`config.mk`:
```
export PLATFORM = sky130hd
export DESIGN_NAME = lemmings_walker
export DESIGN_NICKNAME = d
export VERILOG_FILES = /design/src/rtl/lemmings_walker_pkg.sv /design/src/rtl/lemmings_fall_timer.sv /design/src/rtl/lemmings_walker.sv
export SDC_FILE = /design/constraint.sdc
export NUM_CORES = 1
export LEC_CHECK = 0
export CAP_MARGIN = 0
export CORE_AREA = 2 2 39 41
export DETAILED_ROUTE_END_ITERATION = 10
export DIE_AREA = 0 0 41 43
export GPL_TIMING_DRIVEN = 0
export PLACE_DENSITY_LB_ADDON = 0.05
export SLEW_MARGIN = 25
export SYNTH_ARGS = -nofsm -noshare
export SYNTH_HDL_FRONTEND = slang
export SYNTH_SLANG_ARGS = --single-unit
export TNS_END_PERCENT = 5
```
`constraint.sdc`:
```
create_clock -name clk -period 2.6 [get_ports clk]
set_clock_uncertainty 0.05 [all_clocks]
set_input_delay 0.52 -clock clk [delete_from_list [all_inputs] [get_ports clk]]
set_output_delay 0.52 -clock clk [all_outputs]
set_load 0.01 [all_outputs]
```
`src/rtl/lemmings_walker_pkg.sv`:
```
// Shared state encodings for the lemming walker family.
// The 3-bit values stay fixed so benches and sibling walkers decode them the same way.
package lemmings_walker_pkg;

    typedef enum logic [2:0] {
        WALK_L = 3'd0,
        WALK_R = 3'd1,
        FALL_L = 3'd2,
        FALL_R = 3'd3,
        DIG_L  = 3'd4,
        DIG_R  = 3'd5,
        SPLAT  = 3'd6
    } state_t;

    function automatic logic is_fall(input state_t s);
        return (s == FALL_L) || (s == FALL_R);
    endfunction

endpackage

```
`src/rtl/lemmings_fall_timer.sv`:
```
// Saturating fall-length counter: start loads 1, hold counts up, otherwise clears.
// over_limit flags a fall longer than SPLAT_CYCLES.
module lemmings_fall_timer #(
    parameter int SPLAT_CYCLES = 20,
    parameter int CNT_W        = 5
) (
    input  logic clk,
    input  logic reset,
    input  logic start,
    input  logic hold,
    output logic over_limit
);

    // Stopping at SPLAT_CYCLES+1 keeps a very long fall from wrapping back to a survivable count.
    localparam logic [CNT_W-1:0] CNT_SAT   = CNT_W'(SPLAT_CYCLES + 1);
    localparam logic [CNT_W-1:0] CNT_LIMIT = CNT_W'(SPLAT_CYCLES);

    logic [CNT_W-1:0] cnt;

    always_ff @(posedge clk) begin
        if (reset) begin
            cnt <= '0;
        end else if (start) begin
            cnt <= CNT_W'(1);
        end else if (hold) begin
            if (cnt != CNT_SAT) begin
                cnt <= cnt + 1'b1;
            end
        end else begin
            cnt <= '0;
        end
    end

    assign over_limit = (cnt > CNT_LIMIT);

endmodule

```
`src/rtl/lemmings_walker.sv`:
```
// Moore controller for one lemming: walk, turn on bumps, fall, dig, splat.
// Outputs decode only the registered state, so every input shows up one cycle later.
module lemmings_walker
    import lemmings_walker_pkg::*;
#(
    parameter int SPLAT_CYCLES = 20,
    parameter int CNT_W        = 5,
    parameter bit DIG_EN       = 1'b1
) (
    input  logic clk,
    input  logic reset,
    input  logic bump_left,
    input  logic bump_right,
    input  logic ground,
    input  logic dig,
    output logic walk_left,
    output logic walk_right,
    output logic aaah,
    output logic digging,
    output logic splat
);

    state_t state;
    state_t next_state;
    logic   over_limit;
    logic   dig_req;
    logic   timer_start;
    logic   timer_hold;

    assign dig_req = dig && DIG_EN;

    always_ff @(posedge clk) begin
        if (reset) begin
            state <= WALK_L;
        end else begin
            state <= next_state;
        end
    end

    always_comb begin
        next_state = state;
        case (state)
            WALK_L: begin
                if (!ground)        next_state = FALL_L;
                else if (dig_req)   next_state = DIG_L;
                else if (bump_left) next_state = WALK_R;
            end
            WALK_R: begin
                if (!ground)         next_state = FALL_R;
                else if (dig_req)    next_state = DIG_R;
                else if (bump_right) next_state = WALK_L;
            end
            DIG_L:  if (!ground) next_state = FALL_L;
            DIG_R:  if (!ground) next_state = FALL_R;
            FALL_L: if (ground)  next_state = over_limit ? SPLAT : WALK_L;
            FALL_R: if (ground)  next_state = over_limit ? SPLAT : WALK_R;
            SPLAT:  next_state = SPLAT;
            default: next_state = WALK_L;
        endcase
    end

    // The counter tracks how many cycles aaah has been high, including the first.
    assign timer_start = is_fall(next_state) && !is_fall(state);
    assign timer_hold  = is_fall(next_state) && is_fall(state);

    lemmings_fall_timer #(
        .SPLAT_CYCLES(SPLAT_CYCLES),
        .CNT_W       (CNT_W)
    ) u_fall_timer (
        .clk       (clk),
        .reset     (reset),
        .start     (timer_start),
        .hold      (timer_hold),
        .over_limit(over_limit)
    );

    always_comb begin
        walk_left  = 1'b0;
        walk_right = 1'b0;
        aaah       = 1'b0;
        digging    = 1'b0;
        splat      = 1'b0;
        case (state)
            WALK_L:         walk_left  = 1'b1;
            WALK_R:         walk_right = 1'b1;
            FALL_L, FALL_R: aaah       = 1'b1;
            DIG_L, DIG_R:   digging    = 1'b1;
            SPLAT:          splat      = 1'b1;
            default:        ;
        endcase
    end

endmodule
```
# Word-level counts from Yosys, hierarchy flattened
# Cells that the tools add are included.
classes:
  addsub: 1
  n_lt_le_gt_ge: 1
  eq_ne: 10
  n_mux: 21
  n_bitwise: 1
  reduce_logical: 9
ops:
  columns: ["cell", "count"]
  rows:
  - ["$mux W3", 12]
  - ["$pmux W3 S7", 1]
  - ["$eq A3 B2 Y1 const B", 4]
  - ["$eq A3 B3 Y1 const B", 3]
  - ["$mux W1", 8]
  - ["$add A5 B1 Y5 const B", 1]
  - ["$gt A5 B5 Y1 const B", 1]
  - ["$ne A5 B5 Y1 const B", 1]
  - ["$reduce_or A2 Y1", 2]
  - ["$eq A3 B1 Y1 const B", 1]
  - ["$logic_not A3 Y1", 1]
  - ["$ne A3 B2 Y1 const B", 1]
  - ["$reduce_or A3 Y1", 1]
  - ["$logic_and A1 B1 Y1", 2]
  - ["$logic_or A1 B1 Y1", 2]
  - ["$logic_not A1 Y1", 1]
  - ["$not A1 Y1", 1]
totals:
  ff_bits: 8
  inputBits: 6
  wordCells: 46

# Logic depth before layout (Yosys ltp)
logic_depth:
  ltp_word: 9
  ltp_mapped: 6
  ltp_nobuf: 6

# Hierarchy
# From an unflattened synthesis, not the netlist that was laid out.
unflattened:
  cells_unflattened: 58
  area_unflattened_um2: 514.2
by_module_without_submodules:
  columns: ["module", "n_inst", "cells_each", "area_each_um2", "seq_area_each_um2"]
  rows:
  - ["lemmings_fall_timer", 1, 29, 287.8, 100.1]
  - ["lemmings_walker", 1, 29, 226.5, 60.1]

# Worst setup path after synthesis
# OpenSTA, ideal clock, no wires.
synth_path:
  kind: "register -> register"
  start: "reg u_fall_timer.cnt[0]"
  end: "reg u_fall_timer.cnt[0]"
  setup_ns: 0.116
  t_arrival_ns: 1.242
  required_ns: 2.434
  path_slack_ns: 1.192
  stages_incl_launch_ff: 7
  synth_period_minus_slack_ns: 1.408
  path_cell_list: "dfxtp_1 > inv_1 > ha_1 > nor2b_4 > o211ai_1 > a2bb2oi_2 > and3b_1"
synth_between:
  elab_chain_len: 9
synth_rtl:
  columns: ["element", "line_no", "source"]
  rows:
  - ["start, declared", "lemmings_fall_timer.sv:18", "logic [CNT_W-1:0] cnt;"]
  - ["start signal, assigned", "lemmings_fall_timer.sv:27", "cnt <= cnt + 1'b1;"]
  - ["$gt A5 B5 Y1", "lemmings_fall_timer.sv:34", "assign over_limit = (cnt > CNT_LIMIT);"]
  - ["$mux W3, on equally long branches (2 in series)", "lemmings_walker.sv:56, lemmings_walker.sv:55", null]
  - ["$pmux W3 S7", "lemmings_walker.sv:42", "case (state)"]
  - ["$eq A3 B2 Y1", "lemmings_walker_pkg.sv:16", "return (s == FALL_L) || (s == FALL_R);"]
  - ["$logic_or A1 B1 Y1", "lemmings_walker_pkg.sv:16", null]
  - ["$logic_and A1 B1 Y1", "lemmings_walker.sv:64", "assign timer_hold = is_fall(next_state) && is_fall(state);"]
  - ["$mux W1", "lemmings_fall_timer.sv:25", "end else if (hold) begin"]
  - ["$mux W1", "lemmings_fall_timer.sv:23", "end else if (start) begin"]
# Parallel ways exist; a longest one is shown, timed or not. The select of a mux whose other input is x is not followed.
# A chain may end at the register's enable or synchronous reset.

# Final worst setup path
layout_path:
  start: "reg state[1]"
  end: "out aaah"
layout_between:
  elab_chain_len: 3
layout_rtl:
  columns: ["element", "line_no", "source"]
  rows:
  - ["start, declared", "lemmings_walker.sv:23", "state_t state;"]
  - ["start signal, assigned", "lemmings_walker.sv:36", "state <= next_state;"]
  - ["$eq A3 B2 Y1", "lemmings_walker.sv:83", "case (state)"]
  - ["$reduce_or A2 Y1 (*)", "lemmings_walker.sv:83", null]
  - ["$mux W1 (*)", "lemmings_walker.sv:83", null]
  - ["end, declared", "lemmings_walker.sv:18", "output logic aaah,"]
# Mark *: on every way between the ends. The rest lies on a longest branch, timed or not.

==> flow_metrics.env <==
export IMPL_ys_warn_count=0
export IMPL_area_delta_synth_final_pct=28.9
export IMPL_timing_worst_setup_path_type="reg2out"
export IMPL_portBuffers=10
export IMPL_cts_sinks=8
export IMPL_worst_ir_drop_vdd_uv=240
export IMPL_drt_pass1_iterations=2
export IMPL_htree_levels=1
export IMPL_pre_cts_slack_ns=0.618
export IMPL_worst_ep_required_time_ns=2.03
export IMPL_rsz0062_at_grt="false"
export IMPL_synthesis_nets=66
export IMPL_crit_path_start_kind="flip-flop"
export IMPL_core_area_sq_mm=0.00138
export IMPL_place_inst=83
export IMPL_die_y_um=43
export IMPL_cts_path_max_buffers=2
export IMPL_synthTopCellsByArea="dfxtp_1, ha_1, xnor2_1"
export IMPL_dieArea_sq_mm=0.00176
export IMPL_setup_tns_ns=0
export IMPL_period_needed_ns=2.10
export IMPL_max_clock_freq_mhz=475
export IMPL_drtAntennaViolNets=0
export IMPL_vias=431
export IMPL_grt_usage=0.149
export IMPL_grt_pass1_vias=430
export IMPL_nets=81
export IMPL_slew_headroom=0.740
export IMPL_p_comb_frac=0.184
export IMPL_ys_flop_type="dfxtp_1"
export IMPL_gp_congestion=0.633
export IMPL_antenna_found_initial=0
export IMPL_yosysSeqAreaShare=0.324
export IMPL_fillCellCount=152
export IMPL_p_int_mw=0.206
export IMPL_finalNonFillerCells=86
export IMPL_clockRootBuffer="clkbuf_4"
export IMPL_p_clk_frac=0.341
export IMPL_grt_first_pass_wirelength_mm=1.81
export IMPL_postSynthCellCount=57
export IMPL_synth_edff_count=0
export IMPL_hp_class="reg2reg"
export IMPL_hpwl_um=752
export IMPL_finalHoldViolCount=0
export IMPL_power_mw=0.272
export IMPL_clkTransAtPathRegs_ns=0.05
export IMPL_tightest_slew_ns=0.388
export IMPL_timing_hold_ws_ns=0.531
export IMPL_grt_max_degree=11
export IMPL_fin_ws_ns=0.495
export IMPL_worstSkewPairLatency_ns=0.25
export IMPL_powerDensity_mw_per_mm2=428
export IMPL_cts_made_buffers=3
export IMPL_ys_ff_latch=8
export IMPL_num_rows=14
export IMPL_finalSetupViolations=0
export IMPL_wl_per_cell_um=11.8
export IMPL_num_antenna_cells=0
export IMPL_routed_wl_mm=1.01
export IMPL_cp_end_kind="primary output"
export IMPL_status="complete, no violations"
export IMPL_p_sw_frac=0.242
export IMPL_postCtsHoldBufs=0
export IMPL_synth_largest_area_cell="dfxtp_1"
export IMPL_drive_gt1_frac=0.100
export IMPL_p_seq_frac=0.475
export IMPL_routed_via_density=5.01
export IMPL_syn_area_sq_um=494
export IMPL_io_pins=11
export IMPL_cp_max_fo=9
export IMPL_die_w_um=41
export IMPL_dr_first_iter_drc_count=2
export IMPL_remaining_drc_errors=0
export IMPL_synth_top_cell_area_share=0.324
export IMPL_initial_core_util=0.357
export IMPL_p_leak_nw=0.231
export IMPL_drv_cap=0
export IMPL_post_cts_buffers=0
export IMPL_period_share=0.810
export IMPL_synthArstFlopShare=0
export IMPL_netSwitchingPower_mw=0.0661
export IMPL_tritoncts="done"
export IMPL_slew_violations=0
export IMPL_ctsResizeCount=0
export IMPL_synth_avg_cell_area_sq_um=8.67
export IMPL_critical_path_arrival_ns=1.53
export IMPL_grt_overflow=0
export IMPL_ys_types=28
## cell type report
class,instances,area [sq um],area share
buffer,2,15.0,0.0236
inverter,5,18.8,0.0295
sequential,8,160,0.251
tap,16,20.0,0.0314
multi-input combinational,42,300,0.472
timing repair buffer,10,100,0.157
clock buffer,3,22.5,0.0354
## state kept, by name (all words and copies together) (netlist names)
signal and count:
u_fall_timer.cnt 5, state 3
## worst max-delay path, stage by stage, from the launching register on
cell and delay (ns):
dfxtp_1 0.30, buf_4 0.15, inv_1 0.08, nor2_1 0.18
clkdlybuf4s50_1 0.57
## cells in the final DEF, fill, tap and decap left out
| cell | n |
|---|---|
| a2111o_1 | 1 |
| a211oi_1 | 1 |
| a21oi_1 | 3 |
| a2bb2oi_2 | 1 |
| a31oi_1 | 1 |
| and2_1 | 1 |
| and3b_1 | 1 |
| buf_4 | 2 |
| clkbuf_4 | 3 |
| clkdlybuf4s50_1 | 10 |
| dfxtp_1 | 8 |
| ha_1 | 3 |
| inv_1 | 5 |
| nand2_1 | 4 |
| nand2b_1 | 1 |
| nand3_1 | 2 |
| nand3b_1 | 1 |
| nand4b_1 | 1 |
| nor2_1 | 4 |
| nor2b_1 | 1 |
| nor2b_4 | 1 |
| nor3_1 | 4 |
| nor4b_1 | 1 |
| o211ai_1 | 2 |
| o21a_1 | 1 |
| o22ai_1 | 1 |
| o311a_1 | 1 |
| o31ai_1 | 1 |
| xnor2_1 | 3 |
| xor2_1 | 1 |
## per-layer routing
metal / GRT usage / share of wire
met4: 0.0600 / 0
met2: 0.222 / 0.47
met5: 0 / 0
met3: 0.0314 / 0.056
met1: 0.203 / 0.47
## power groups by stage
stage	combinational [mW]	clock [mW]	sequential, mW
finish	0.0502	0.0928	0.130
global route	0.0567	0.106	0.130
CTS	0.0508	0.0971	0.129
detailed placement	0.0506	0	0.132
global placement	0.0509	0	0.132
floorplan	0.0279	0	0.131
## cell usage after synthesis (all sizes together) (2+ instances only)
cell    n
nand2   4
buf     2
ha      3
nor3    4
inv     5
xnor2   3
a21oi   3
nor2b   2
o211ai  2
nor2    4
dfxtp   8
nand3   2
## final timing paths
path / from / to / slack [ns] / cells past startpoint
worst min register to register: state[1] / state[0] / 0.53 / 2
worst max register to register: u_fall_timer.cnt[0] / u_fall_timer.cnt[0] / 1.03 / 6
worst min-delay path: state[1] / state[0] / 0.53 / 2
worst max-delay path: state[1] / aaah / 0.50 / 4
## stage by stage
| step | instance area, sq um | util |
|---|---|---|
| 2_1_floorplan | 494 | - |
| 6_report | 637 | 0.460 |
| 5_1_grt | 637 | 0.460 |
| 4_1_cts | 637 | 0.460 |
| 3_5_place_dp | 614 | 0.444 |
| 3_3_place_gp | 614 | 0.444 |
## cell families after synthesis
group / Yosys count / share of synthesized area
XOR/XNOR: 4 / 0.0709
flip-flops: 8 / 0.324
AO/OA/AOI/OAI: 13 / 0.205
adder cells (fa/ha/maj): 3 / 0.0760
buffers and inverters: 7 / 0.0683
AND/OR/NAND/NOR: 22 / 0.256
Note: power is estimated with default switching activity, not from simulation.
